## config.mk

```make
export PLATFORM = sky130hd
export DESIGN_NAME = move_controller
export DESIGN_NICKNAME = d
export VERILOG_FILES = /design/src/rtl/chess_pkg.sv /design/src/rtl/board_port_mux.sv /design/src/rtl/move_controller.sv
export SDC_FILE = /design/constraint.sdc
export NUM_CORES = 1
export LEC_CHECK = 0
export CAP_MARGIN = 25
export CELL_PAD_IN_SITES_DETAIL_PLACEMENT = 2
export CELL_PAD_IN_SITES_GLOBAL_PLACEMENT = 2
export CORE_MARGIN = 1
export CORE_UTILIZATION = 31
export DETAILED_ROUTE_END_ITERATION = 10
export GPL_TIMING_DRIVEN = 0
export PLACE_DENSITY_LB_ADDON = 0.1
export SYNTH_ARGS = -nofsm -noshare
export SYNTH_HDL_FRONTEND = slang
export SYNTH_SLANG_ARGS = --single-unit
export TNS_END_PERCENT = 50
```

## constraint.sdc

```tcl
create_clock -name clk -period 3.04 [get_ports clk]
set_input_delay 0.608 -clock clk [delete_from_list [all_inputs] [get_ports clk]]
set_output_delay 0.608 -clock clk [all_outputs]
set_load 0.02 [all_outputs]
```

## src/rtl/chess_pkg.sv

```systemverilog
// rtl/chess_pkg.sv - piece codes, reject codes, controller states and colour helpers
package chess_pkg;

    localparam logic [3:0] PIECE_EMPTY = 4'd0;
    localparam logic [3:0] W_PAWN      = 4'd1;
    localparam logic [3:0] W_KNIGHT    = 4'd2;
    localparam logic [3:0] W_BISHOP    = 4'd3;
    localparam logic [3:0] W_ROOK      = 4'd4;
    localparam logic [3:0] W_QUEEN     = 4'd5;
    localparam logic [3:0] W_KING      = 4'd6;
    localparam logic [3:0] B_PAWN      = 4'd7;
    localparam logic [3:0] B_KNIGHT    = 4'd8;
    localparam logic [3:0] B_BISHOP    = 4'd9;
    localparam logic [3:0] B_ROOK      = 4'd10;
    localparam logic [3:0] B_QUEEN     = 4'd11;
    localparam logic [3:0] B_KING      = 4'd12;

    localparam logic [3:0] WHITE_MIN = W_PAWN;
    localparam logic [3:0] WHITE_MAX = W_KING;
    localparam logic [3:0] BLACK_MIN = B_PAWN;
    localparam logic [3:0] BLACK_MAX = B_KING;

    localparam logic [2:0] REJ_NONE    = 3'd0;
    localparam logic [2:0] REJ_EMPTY   = 3'd1;
    localparam logic [2:0] REJ_COLOUR  = 3'd2;
    localparam logic [2:0] REJ_ILLEGAL = 3'd3;
    localparam logic [2:0] REJ_TIMEOUT = 3'd4;

    typedef enum logic [3:0] {
        ST_IDLE,
        ST_READ_SRC,
        ST_CHECK,
        ST_VALIDATE,
        ST_WAIT_VAL,
        ST_READ_DST,
        ST_CAPT,
        ST_WRITE_DST,
        ST_CLEAR_SRC,
        ST_DONE
    } state_t;

    // Codes 13-15 belong to neither side, so they never match the side to move.
    function automatic logic piece_matches_turn(input logic [3:0] piece, input logic side);
        if (side)
            return (piece >= BLACK_MIN) && (piece <= BLACK_MAX);
        else
            return (piece >= WHITE_MIN) && (piece <= WHITE_MAX);
    endfunction

    function automatic logic is_king(input logic [3:0] piece);
        return (piece == W_KING) || (piece == B_KING);
    endfunction

endpackage

```

## src/rtl/board_port_mux.sv

```systemverilog
// rtl/board_port_mux.sv - board RAM port select between controller and validator
module board_port_mux (
    input  logic       i_validator_owns,
    input  logic [5:0] i_ctrl_address,
    input  logic       i_ctrl_write_en,
    input  logic [3:0] i_ctrl_write_data,
    input  logic [5:0] i_validator_address,
    output logic [5:0] o_mem_address,
    output logic       o_mem_write_en,
    output logic [3:0] o_mem_write_data
);

    // The validator only ever reads, so its ownership forces the write path off.
    assign o_mem_address    = i_validator_owns ? i_validator_address : i_ctrl_address;
    assign o_mem_write_en   = i_validator_owns ? 1'b0 : i_ctrl_write_en;
    assign o_mem_write_data = i_validator_owns ? 4'd0 : i_ctrl_write_data;

endmodule

```

## src/rtl/move_controller.sv

```systemverilog
// rtl/move_controller.sv - move request sequencer; MOVE_CONTROLLER_KING_CAPTURE_EN adds king-capture game over
module move_controller
    import chess_pkg::*;
#(
    parameter int TIMEOUT_CYCLES = 1023
) (
    input  logic       clk,
    input  logic       reset,
    input  logic       move_req,
    input  logic [2:0] origin_x,
    input  logic [2:0] origin_y,
    input  logic [2:0] destination_x,
    input  logic [2:0] destination_y,
    output logic       start_validation,
    output logic [3:0] piece_to_move,
    input  logic [5:0] address_validator,
    input  logic       validate_complete,
    input  logic       move_valid,
    output logic [5:0] mem_address,
    input  logic [3:0] piece_read,
    output logic       mem_write_en,
    output logic [3:0] mem_write_data,
    output logic       busy,
    output logic       move_done,
    output logic       move_result,
    output logic [2:0] reject_code,
`ifdef MOVE_CONTROLLER_KING_CAPTURE_EN
    output logic       game_over,
`endif
    output logic       turn
);

    localparam int CNT_W = $clog2(TIMEOUT_CYCLES + 1);

    state_t           r_state;
    state_t           w_next;
    logic [2:0]       r_ox, r_oy, r_dx, r_dy;
    logic [3:0]       r_piece;
    logic [CNT_W-1:0] r_cnt;
    logic             r_result;
    logic [2:0]       r_code;
    logic             r_turn;
    logic             w_finish;
    logic             w_result;
    logic [2:0]       w_code;
    logic             w_accept;
    logic [5:0]       w_origin, w_dest;
    logic [CNT_W-1:0] w_cnt_inc;
    logic             w_timeout;
    logic [5:0]       w_ctrl_addr;
    logic             w_ctrl_we;
    logic [3:0]       w_ctrl_wd;
    logic             w_val_owns;

`ifdef MOVE_CONTROLLER_KING_CAPTURE_EN
    logic [3:0] r_capt;
    logic       r_game_over;
    assign w_accept  = move_req && !r_game_over;
    assign game_over = r_game_over;
`else
    assign w_accept = move_req;
`endif

    assign w_origin  = {r_ox, r_oy};
    assign w_dest    = {r_dx, r_dy};
    assign w_cnt_inc = r_cnt + 1'b1;
    assign w_timeout = (w_cnt_inc == CNT_W'(TIMEOUT_CYCLES));

    always_comb begin
        w_next   = r_state;
        w_finish = 1'b0;
        w_result = 1'b0;
        w_code   = REJ_NONE;
        case (r_state)
            ST_IDLE:     if (w_accept) w_next = ST_READ_SRC;
            ST_READ_SRC: w_next = ST_CHECK;
            ST_CHECK: begin
                if (piece_read == PIECE_EMPTY) begin
                    w_finish = 1'b1;
                    w_code   = REJ_EMPTY;
                end else if (!piece_matches_turn(piece_read, r_turn)) begin
                    w_finish = 1'b1;
                    w_code   = REJ_COLOUR;
                end else if (w_origin == w_dest) begin
                    w_finish = 1'b1;
                    w_code   = REJ_ILLEGAL;
                end else begin
                    w_next = ST_VALIDATE;
                end
            end
            ST_VALIDATE: w_next = ST_WAIT_VAL;
            ST_WAIT_VAL: begin
                // A verdict arriving on the timeout cycle still counts.
                if (validate_complete) begin
                    if (move_valid) begin
`ifdef MOVE_CONTROLLER_KING_CAPTURE_EN
                        w_next = ST_READ_DST;
`else
                        w_next = ST_WRITE_DST;
`endif
                    end else begin
                        w_finish = 1'b1;
                        w_code   = REJ_ILLEGAL;
                    end
                end else if (w_timeout) begin
                    w_finish = 1'b1;
                    w_code   = REJ_TIMEOUT;
                end
            end
`ifdef MOVE_CONTROLLER_KING_CAPTURE_EN
            ST_READ_DST: w_next = ST_CAPT;
            ST_CAPT:     w_next = ST_WRITE_DST;
`endif
            ST_WRITE_DST: w_next = ST_CLEAR_SRC;
            ST_CLEAR_SRC: begin
                w_finish = 1'b1;
                w_result = 1'b1;
            end
            ST_DONE: w_next = ST_IDLE;
            default: w_next = ST_IDLE;
        endcase
        if (w_finish) w_next = ST_DONE;
    end

    always_ff @(posedge clk) begin
        if (reset) begin
            r_state  <= ST_IDLE;
            r_ox     <= 3'd0;
            r_oy     <= 3'd0;
            r_dx     <= 3'd0;
            r_dy     <= 3'd0;
            r_piece  <= PIECE_EMPTY;
            r_cnt    <= '0;
            r_result <= 1'b0;
            r_code   <= REJ_NONE;
            r_turn   <= 1'b0;
`ifdef MOVE_CONTROLLER_KING_CAPTURE_EN
            r_capt      <= PIECE_EMPTY;
            r_game_over <= 1'b0;
`endif
        end else begin
            r_state <= w_next;
            if (r_state == ST_IDLE && w_accept) begin
                r_ox <= origin_x;
                r_oy <= origin_y;
                r_dx <= destination_x;
                r_dy <= destination_y;
`ifdef MOVE_CONTROLLER_KING_CAPTURE_EN
                r_capt <= PIECE_EMPTY;
`endif
            end
            if (r_state == ST_CHECK) r_piece <= piece_read;
            if (r_state == ST_VALIDATE)
                r_cnt <= '0;
            else if (r_state == ST_WAIT_VAL)
                r_cnt <= w_cnt_inc;
            if (w_finish) begin
                r_result <= w_result;
                r_code   <= w_code;
            end
            if (r_state == ST_DONE && r_result) r_turn <= ~r_turn;
`ifdef MOVE_CONTROLLER_KING_CAPTURE_EN
            if (r_state == ST_CAPT) r_capt <= piece_read;
            if (r_state == ST_DONE && r_result && is_king(r_capt)) r_game_over <= 1'b1;
`endif
        end
    end

    assign w_val_owns  = (r_state == ST_VALIDATE) || (r_state == ST_WAIT_VAL);
    assign w_ctrl_addr = (r_state == ST_WRITE_DST || r_state == ST_READ_DST) ? w_dest : w_origin;
    // Reset blocks the write in the same cycle so an aborted move never lands.
    assign w_ctrl_we   = ((r_state == ST_WRITE_DST) || (r_state == ST_CLEAR_SRC)) && !reset;
    assign w_ctrl_wd   = (r_state == ST_WRITE_DST) ? r_piece : PIECE_EMPTY;

    board_port_mux u_board_port_mux (
        .i_validator_owns    (w_val_owns),
        .i_ctrl_address      (w_ctrl_addr),
        .i_ctrl_write_en     (w_ctrl_we),
        .i_ctrl_write_data   (w_ctrl_wd),
        .i_validator_address (address_validator),
        .o_mem_address       (mem_address),
        .o_mem_write_en      (mem_write_en),
        .o_mem_write_data    (mem_write_data)
    );

    assign start_validation = (r_state == ST_VALIDATE);
    assign move_done        = (r_state == ST_DONE);
    assign busy             = (r_state != ST_IDLE);
    assign piece_to_move    = r_piece;
    assign move_result      = r_result;
    assign reject_code      = r_code;
    assign turn             = r_turn;

endmodule

```

=== Word level (Yosys, flattened, before mapping) ===
Index checks and enable logic that the tools add are counted.

* Register bits: 35
* Word-level logic and storage cells: 88
* Output and inout bits: 23
* Bits of input ports: 27

* Add/subtract/negate cells: 1
* Bitwise operators: 2
* $lt $le $gt $ge: 4
* Eq/ne operators: 23
* Multiplexer cells: 31
* Reduce and logical (&&, ||, !) cells: 16

{| class="wikitable"
|+ Operators by type and width
! operator !! number
|-
| $mux W4 || 9
|-
| $pmux W4 S7 || 1
|-
| $ne A3 B3 Y1 const B || 6
|-
| $ne A2 B2 Y1 const B || 7
|-
| $reduce_and A7 Y1 || 2
|-
| $eq A4 B3 Y1 const B || 3
|-
| $mux W6 || 2
|-
| $mux W1 || 11
|-
| $add A10 B1 Y10 const B || 1
|-
| $eq A10 B10 Y1 const B || 1
|-
| $eq A4 B2 Y1 const B || 2
|-
| $eq A4 B4 Y1 const B || 2
|-
| $logic_not A4 Y1 || 2
|-
| $mux W2 || 4
|-
| $eq A6 B6 Y1 || 1
|-
| $mux W3 || 2
|-
| $pmux W3 S2 || 1
|-
| $logic_and A1 B1 Y1 || 5
|-
| $eq A4 B1 Y1 const B || 1
|-
| $ge A4 B1 Y1 const B || 1
|-
| $ge A4 B3 Y1 const B || 1
|-
| $le A4 B3 Y1 const B || 1
|-
| $le A4 B4 Y1 const B || 1
|-
| $reduce_bool A4 Y1 || 1
|-
| other kinds (5) || 9
|}

=== Depth between registers and ports, before layout ===
Gate-level depths: netlist (run 1).

* Word-level depth: 10
* Depth in mapped cells: 8
* Depth with buffers taken out: 8

=== By module ===
A second synthesis (run 1) with hierarchy kept.

* Cells, all modules: 229
* Area, all modules: 1965.6 sq um

{| class="wikitable"
|+ Modules (own cells, without submodules)
! module !! instances !! seq. area each (sq um) !! area each (sq um) !! cells each
|-
| move_controller || 1 || 700.7 || 1824.2 || 217
|-
| board_port_mux || 1 || 0.0 || 141.4 || 12
|}

=== Least setup slack after synthesis (run 1) ===
No wires, ideal clock.

* Path kind: reg2out
* Start: reg r_state[0]
* End: out mem_address[0]
* Path buffers: 2
* Stages on the path, launching flop included: 8
* Data arrival time: 1.859 ns
* Slack: 0.573 ns
* Data required time: 2.432 ns
* Path through: dfxtp_1 > buf_2 > nand2_1 > nor3_1 > or2_2 > buf_2 > nand2_1 > o21ai_0

* Elaborated cells on any way between the ends: 8
* Classes of those cells: eq/ne: 4; mux: 2; reduce/logical: 2

{| class="wikitable"
|+ RTL lines
! element !! RTL line !! RTL
|-
| start: declaration || move_controller.sv:35 || <nowiki>state_t r_state;</nowiki>
|-
| start signal: assignment || move_controller.sv:142 || <nowiki>r_state <= w_next;</nowiki>
|-
| $eq A4 B2 Y1 || n/a ||
|-
| net start_validation || move_controller.sv:14 || <nowiki>output logic start_validation,</nowiki>
|-
| $logic_or A1 B1 Y1 || move_controller.sv:169 || <nowiki>assign w_val_owns = (r_state == ST_VALIDATE) || (r_state == ST_WAIT_VAL);</nowiki>
|-
| $mux W6 || board_port_mux.sv:14 || <nowiki>assign o_mem_address = i_validator_owns ? i_validator_address : i_ctrl_address;</nowiki>
|-
| end: declaration || move_controller.sv:19 || <nowiki>output logic [5:0] mem_address,</nowiki>
|}

The timed path passes the listed nets, and every way through them passes these cells.

=== Final worst setup path (run 1) ===
* Start: reg r_state[0]
* End: out mem_write_en

* Cells in the longest elaborated chain, start to end: 4
* Elaborated cells on any way between the ends: 8
* Classes of those cells: eq/ne: 4; mux: 1; reduce/logical: 3

{| class="wikitable"
|+ RTL lines
! element !! RTL line !! RTL
|-
| $eq A4 B3 Y1 or $eq A4 B4 Y1 (tied branches) || move_controller.sv:172 || <nowiki>assign w_ctrl_we = ((r_state == ST_WRITE_DST) || (r_state == ST_CLEAR_SRC)) && !reset;</nowiki>
|-
| $logic_or A1 B1 Y1 || move_controller.sv:172 ||
|-
| $logic_and A1 B1 Y1 || move_controller.sv:172 ||
|-
| $mux W1 (*) || board_port_mux.sv:15 || <nowiki>assign o_mem_write_en = i_validator_owns ? 1'b0 : i_ctrl_write_en;</nowiki>
|-
| end: declaration || move_controller.sv:21 || <nowiki>output logic mem_write_en,</nowiki>
|}

Mark *: on every way between the ends. The rest lies on a longest branch, timed or not.

==> flow_results.org, run 1 <==
** Outcome
- Outcome :: finished, final reports clean

** Layout
- Net total in the final layout :: 305
- Antenna diode count :: 0
- After filler insertion, the fill cell instance count of the layout stands at 677.
- Final standard cell count with taps included and fillers excluded :: 352
- Post-synthesis to final-layout area growth :: 36.3%
- Once layout is done, the placed cells without fillers occupy 0.00264 mm^2.
- Cells fill 44.1% of the core in the end.
- In the final layout, the share of cells above drive strength 1 is 13.0%.

** GRT
- In the global route stage, overall resource usage came out at 19.0%.
- Entering global routing, the biggest net connects 12 pins.
- Congestion Overflow GR :: 0
- The first global-routing pass estimated 9200 um of wire.
- The number of global-route vias before repair came to 1934.
- The number of antenna violations at the first check in global routing was 0.

** Placement
- Final estimated routing congestion in global placement :: 0.729
- Input and output buffers added on the ports amount to 48.
- Instance area at placement :: 0.00251 mm^2
- After detailed placement, the design holds a cell count of 344.
- OpenSTA, run right after detailed placement, puts the worst setup slack at 0.138 ns.
- After legalization and detailed placement, the total HPWL measured 4180 um.

** Power
- The worst-case IR drop observed on VDD is 0.000325 V.
- Standby leakage power :: 0.00114 uW
- In this run the power density over the cells is 739 mW/mm^2.

** Synth
- The commonest cells after synthesis are 39 x sky130_fd_sc_hd__nor2_1, 35 x sky130_fd_sc_hd__dfxtp_1, 22 x sky130_fd_sc_hd__mux2i_1.
- Area leader, netlist :: sky130_fd_sc_hd__dfxtp_1
- In this run the biggest area consumer among cell types represents 36.2% of the synthesized area.
- In the post-synthesis netlist, the biggest area contributors are sky130_fd_sc_hd__dfxtp_1 36%, sky130_fd_sc_hd__mux2i_1 11%, sky130_fd_sc_hd__nor2_1 7.6%.
- The mapped netlist covers 0.00194 mm^2.
- Async set or reset register ratio after synthesis :: 0%
- Among all cell types in the netlist, the one instantiated most often is sky130_fd_sc_hd__nor2_1.
- Number of enable flip-flop cells after synthesis :: 0
- Post-synthesis cell count :: 221
- After synthesis the netlist holds a flip-flop and latch count of 35.
- Synthesized net count :: 250
- After synthesis, the mean cell area works out to 8.77 um^2.
- Synth Flop Type :: sky130_fd_sc_hd__dfxtp_1
- Register area share after synthesis :: 36.2%
- Yosys printed 0 warnings.
- The number of different library cells used by synthesis comes to 49.

** Setup path
- Cell with the most instances on the worst path :: sky130_fd_sc_hd__nor2_1
- Crit path cell chain :: buf_4, nor4b_1, nor2_1, nor2_1, clkdlybuf4s50_1
- Biggest cell delay along the critical path :: 0.63 ns
- Highest net fanout along the worst path :: 10
- CP arrival :: 2.30 ns
- Cell with the largest stage delay on the worst path :: sky130_fd_sc_hd__clkdlybuf4s50_1
- Data required time of the critical path :: 2.43 ns
- Measured in cells, the most critical reg-to-reg path has a length of 7.
- By startpoint and endpoint, the worst setup path is classified as reg -> out.
- Crit path capture type :: output port
- Setup crit start kind :: register

** Drt
- The detailed router finished its first iteration with 45 violations.
- For this run, design rule violations remaining after detail routing come to 0.
- The first detailed-routing pass ran for 4 iterations.
- The count of nets left with antenna violations once routing finished came out at 0.
- Post-DR wirelength/cell :: 15.9 um
- The final layout contains routed wiring with a total length of 5580 um.
- Vias/cell :: 5.05
- Summing over every cut layer, the via total after detailed routing is 1777.

** Clocking
- The cell sitting at the root of the clock tree is a sky130_fd_sc_hd__clkbuf_8.
- Maximum buffer depth of the clock tree :: 2
- H-tree levels :: 2
- Counting the buffers created by CTS gives 5.
- Count of clock tree sinks :: 35
- CTS tree :: done
- The clock reaches the later pin of the worst-skew pair after 0.30 ns.
- Worst-path clk slew :: 0.08 ns
- Buffers added to address setup during post-CTS repair amount to 0.

** STA
- Relative slew margins :: 56.5%
- At the pin with the least slew margin, the transition time is 0.650 ns.
- Setup slack after layout :: 0.129 ns
- Subtracting the final worst setup slack from the clock period gives 2.91 ns.
- Setup repair after global routing left no endpoint under its margin.
- Final Hold Viols :: 0
- Worst Clk Skew :: 0.00434 ns
- Setup total negative slack on the finished layout was measured at 0 ns.
- Total count of max-transition violations in the final report :: 0
- After layout, the worst path uses 95.7% of the clock period.
- Final setup viols :: 0
- Max Freq :: 344 MHz

** Floorplanning
- Once the floorplan was initialized, standard cells occupied 32.4% of the core.
- Die area :: 0.00657 mm^2
- The floorplan has 28 rows.
- Width of the die :: 81.1 um
- The core region is 0.00599 mm^2.
- Top Ports :: 50
- The die is 81.1 um tall.

** Worst hold path
- Counting instances, the worst hold path has a depth of 2.
- The worst hold path belongs to the class reg -> reg.

** Run
- Across the run, the number of max-cap violations was 0.
-- cells in the final DEF, fill, tap and decap left out, types with 3 or more instances in the layout --
master,count
sky130_fd_sc_hd__a21oi_1,4
sky130_fd_sc_hd__a31oi_1,4
sky130_fd_sc_hd__and2_1,4
sky130_fd_sc_hd__and3_1,3
sky130_fd_sc_hd__buf_2,3
sky130_fd_sc_hd__buf_6,4
sky130_fd_sc_hd__clkbuf_1,4
sky130_fd_sc_hd__clkbuf_8,6
sky130_fd_sc_hd__clkdlybuf4s50_1,42
sky130_fd_sc_hd__dfxtp_1,35
sky130_fd_sc_hd__dlygate4sd2_1,4
sky130_fd_sc_hd__inv_1,4
sky130_fd_sc_hd__mux2i_1,22
sky130_fd_sc_hd__nand2_1,16
sky130_fd_sc_hd__nand3_1,6
sky130_fd_sc_hd__nand4_1,3
sky130_fd_sc_hd__nor2_1,39
sky130_fd_sc_hd__nor3_1,3
sky130_fd_sc_hd__o21ai_0,9
sky130_fd_sc_hd__xor2_1,15
-- where the power goes --
| group | internal, uW | leakage [uW] | switching (uW) |
|---|---|---|---|
| registers | 545 | 0.000285 | 66.9 |
| clock network | 265 | 0.0000612 | 184 |
| logic | 402 | 0.000792 | 491 |
-- repair_timing --
| action | 4_1_cts | 5_1_grt |
|---|---|---|
| resized for setup | 7 | 2 |
| hold buffers | 0 | 0 |
| hold endpoints to repair | 0 | 0 |
| endpoints found under the setup margin | 7 | 2 |
-- registers in the layout, summed over array words and instances, names as in the netlist --
register,count
move_result,1
piece_to_move,4
r_dy,3
r_oy,3
r_dx,3
r_ox,3
r_cnt,10
reject_code,3
turn,1
r_state,4
-- final cells by class --
cell class                      instances  area [um^2]  share of cell area [%]
Clock buffer                            6         82.6                    3.13
Clock inverter                          2         35.0                    1.33
Sequential cell                        35          701                    26.5
Multi-Input combinational cell        170         1150                    43.6
Timing Repair Buffer                   48          480                    18.2
Tap cell                               75         93.8                    3.55
Buffer                                 12         82.6                    3.13
Inverter                                4         15.0                   0.568
-- through the flow --
step / hold slack [ns] / total power (uW)
after floorplan: 0.456 / 1210
after global placement: 0.483 / 1500
after detailed placement: 0.487 / 1530
after CTS: 0.497 / 1980
after global routing: 0.531 / 2090
final: 0.494 / 1950
-- kinds of logic after synthesis --
family          after synthesis  synth area share, %
flops                        35                 36.2
buf+inv                      16                 4.91
compound gates               28                 9.62
simple gates                100                 28.4
mux                          23                 11.9
fa+ha+maj                     2                 1.29
xor+xnor                     17                 7.68
-- worst max-delay path, delay by kind of cell, from the launching register on --
| kind | cells | cell delay (ns) |
|---|---|---|
| simple gates | 3 | 0.85 |
| buf+inv | 2 | 0.81 |
| flops | 1 | 0.34 |
-- final timing paths --
kind / start / endpoint / slack (ns)
worst max-delay path: r_state[0]$_SDFFE_PP0P_ / mem_write_en / 0.13
worst min-delay path: reject_code[2]$_SDFFE_PP0P_ / reject_code[2]$_SDFFE_PP0P_ / 0.49
worst max register to register: r_cnt[1]$_SDFFE_PP0P_ / r_state[1]$_SDFFE_PP0P_ / 1.02
worst min register to register: reject_code[2]$_SDFFE_PP0P_ / reject_code[2]$_SDFFE_PP0P_ / 0.49
-- metal layers --
layer | routed length [um] | track usage, % | up-vias
met5 | 0 | 0 | -
met4 | 93 | 7.50 | 0
met3 | 158 | 3.48 | 8
met2 | 2730 | 33.4 | 32
met1 | 2600 | 22.8 | 865
li1 | - | - | 872
Note: power is estimated with default switching activity, not from simulation.
==> inputs of run 2 (changes only) <==
--- a/config.mk
+++ b/config.mk
@@ -8,11 +8,13 @@
 export CAP_MARGIN = 25
 export CELL_PAD_IN_SITES_DETAIL_PLACEMENT = 2
 export CELL_PAD_IN_SITES_GLOBAL_PLACEMENT = 2
+export CORE_ASPECT_RATIO = 0.5
 export CORE_MARGIN = 1
 export CORE_UTILIZATION = 31
 export DETAILED_ROUTE_END_ITERATION = 10
 export GPL_TIMING_DRIVEN = 0
 export PLACE_DENSITY_LB_ADDON = 0.1
+export RECOVER_POWER = 25
 export SYNTH_ARGS = -nofsm -noshare
 export SYNTH_HDL_FRONTEND = slang
 export SYNTH_SLANG_ARGS = --single-unit
==> flow_results.org, run 2 (synthesis gave the netlist of run 1 again) <==
** STA
- The worst slew slack as a fraction of its limit came to -8.11% (-65 points).
- The peak clock frequency supported by timing is 353 MHz (+2.7%).
- The number of setup violations in the final report is 0 (unchanged).
- The minimum period implied by the final worst setup slack is 2.84 ns (-0.0752 ns).
- Final Hold Viols :: 0 (unchanged)
- Sum Neg Setup Slack :: 0 ns (unchanged)
- Tightest Pin Transition :: 1.60 ns (+0.949 ns)
- The post-route clock skew came to 0.00658 ns (+0.00224 ns).
- Total count of max-transition violations in the final report :: 8 (+8)
- Fin crit share :: 93.3% (-2.5 points)
- Setup repair after global routing missed its margin :: false

** Floorplanning
- # rows :: 19 (-32%)
- The core area is 0.00575 mm^2 (-4.0%).
- Die area :: 0.00659 mm^2 (+0.29%)
- The vertical die dimension was 57.9 um (-29%).
- Top Ports :: 50 (unchanged)
- Width of the die :: 114 um (+40%)
- The starting density of the core was 33.7% (+1.3 points).

** Power
- The leakage power is 0.00112 uW (-1.9%).
- The total power divided by cell area came to 762 mW/mm^2 (+3.0%).
- The worst ir drop on vdd is 0.000250 V (-23%).

** Drt
- The number of vias in the routed layout was 1790 (+0.73%).
- The detailed-route vias per instance was 4.96 (-1.8%).
- Post-DR wirelength/cell :: 16.0 um (+0.65%)
- Violation count after the first detailed-routing iteration :: 37 (-18%)
- The iteration count of the initial detailed-routing pass is 4 (unchanged).
- DRC violation count after routing :: 0 (unchanged)
- The antenna violation net count after detailed routing came to 0 (unchanged).
- Sum of routed wire length over all layers :: 5760 um (+3.2%)

** Clocking
- The number of buffers added by the clock tree synthesis step came to 5 (unchanged).
- Cell at the root of the clock tree :: sky130_fd_sc_hd__clkbuf_16
- Number of setup buffers added after CTS :: 0 (unchanged)
- Count of clock tree sinks :: 35 (unchanged)
- Latest clock arrival within the worst-skew pair :: 0.29 ns (about the same)
- Number of buffers inserted by hold repair at cts :: 0 (unchanged)
- The maximum root-to-sink buffer count came to 2 (unchanged).
- H-tree levels :: 2 (unchanged)
- The clock edge transition at the registers on the reported setup and hold paths was 0.06 ns (-0.02 ns).
- CTS tree :: done

** GRT
- The number of antenna violations at the first check in global routing was 0 (unchanged).
- Largest net degree at the start of global routing :: 11 (-1)
- GRT Util Overall :: 19.5% (+0.47 points)
- The total global routing overflow came to 0 (unchanged).
- The number of global-route vias before repair was 1984 (+2.6%).
- Wire length of the first global-routing pass :: 9530 um (+3.5%)

** Layout
- Leading cell type in the layout, fill and taps excluded :: sky130_fd_sc_hd__clkdlybuf4s50_1
- Post-synthesis to final-layout area growth :: 37.1%
- Proportion of layout cells with a drive suffix above 1 :: 11.6% (-1.4 points)
- Net total in the final layout :: 305 (unchanged)
- The post-layout utilization of the core was 46.2% (+2.1 points).
- The flip-flop count of the largest register, all copies and words added is 10 (unchanged).
- r_cnt holds more flip-flops than any other register.
- The library cells used most frequently in the layout, excluding fill and tap cells, are 42 x sky130_fd_sc_hd__clkdlybuf4s50_1, 39 x sky130_fd_sc_hd__nor2_1, 35 x sky130_fd_sc_hd__dfxtp_1.
- Antenna diode count :: 0 (unchanged)

** Placement
- The count of input and output buffers is 48 (unchanged).
- The last weighted congestion value of the routability-driven placer came to 0.722 (-0.84%).
- The HPWL after detailed placement was 4340 um (+4.0%).

** Run
- Number of max-capacitance violations reported :: 1 (+1)

** Setup path
- Setup crit start kind :: register
- Crit path capture type :: output port
- The worst setup path is of the reg -> out kind.
- CP arrival :: 2.23 ns (-0.07 ns)
- The top fanout value on the critical path is 10 (unchanged).
- Data required time of the critical path :: 2.43 ns (about the same)

** Outcome
- Failing checks :: max-capacitance violations, max-slew violations
- Outcome :: finished, violations left

** Worst hold path
- The tightest min-delay check is of the reg -> reg type.
-- run 2: cell count changes in the layout (fill, tap and decap cells not counted), sizes merged --
cell / before / now
bufinv: 1 / 0
buf: 8 / 7
dlygate4sd2: 4 / 6
clkbuf: 10 / 13
clkinv: 1 / 0
dlymetal6s2s: 2 / 0
-- run 2: worst max-delay path, cell delays in order, from the launching register on --
cell,delay [ns]
sky130_fd_sc_hd__dfxtp_1,0.38
sky130_fd_sc_hd__buf_4,0.20
sky130_fd_sc_hd__nand2_1,0.10
sky130_fd_sc_hd__nor3b_2,0.39
sky130_fd_sc_hd__nor2_1,0.14
sky130_fd_sc_hd__nor2_1,0.11
sky130_fd_sc_hd__clkdlybuf4s50_1,0.62
-- run 2: area by class of cell --
class	instances	area, um^2
fill	643	3100
multi-input combinational	170	1130
sequential	35	701
timing repair buffer	48	473
clock buffer	8	156
tap	84	105
buffer	12	75.1
inverter	4	15.0
-- run 2: timing repair --
item,CTS,global route
gates resized for setup,8,0
endpoints found under the hold margin,0,0
endpoints found under the setup margin,11,0
-- run 2: stage by stage --
stage / total power, uW / cells / area (um^2) / hold WS, ns / worst slack, ns
after global placement: 1480 / 353 / 2520 / 0.469 / 0.255
after global routing: 2150 / 361 / 2660 / 0.529 / 0.0889
after CTS: 2070 / 361 / 2680 / 0.505 / 0.153
final: 2020 / 361 / 2660 / 0.504 / 0.205
after detailed placement: 1520 / 353 / 2520 / 0.480 / 0.188
after floorplan: 1210 / 221 / 1940 / 0.456 / 0.573
-- run 2: final timing paths --
path         slack (ns)                        start                          end  depth (start not counted)
min reg2reg        0.50  reject_code[1]$_SDFFE_PP0P_  reject_code[1]$_SDFFE_PP0P_                          2
max                0.20      r_state[0]$_SDFFE_PP0P_                 mem_write_en                          6
max reg2reg        0.38      r_state[0]$_SDFFE_PP0P_  reject_code[0]$_SDFFE_PP0P_                          5
min                0.50  reject_code[1]$_SDFFE_PP0P_  reject_code[1]$_SDFFE_PP0P_                          2
-- run 2: where the power goes --
| group | internal [uW] | switching (uW) | leakage, uW |
|---|---|---|---|
| registers | 546 | 68.9 | 0.000285 |
| clock network | 349 | 192 | 0.0000772 |
| logic | 388 | 482 | 0.000755 |
| total | 1280 | 742 | 0.00112 |
-- run 2: per-layer routing --
layer,part of all wire (%),vias up,global-route usage (%)
met1,44,877,21.3
met3,4.2,9,6.28
met2,51,31,35.6
met5,0,-,0
met4,1.6,0,8.35
li1,-,873,-
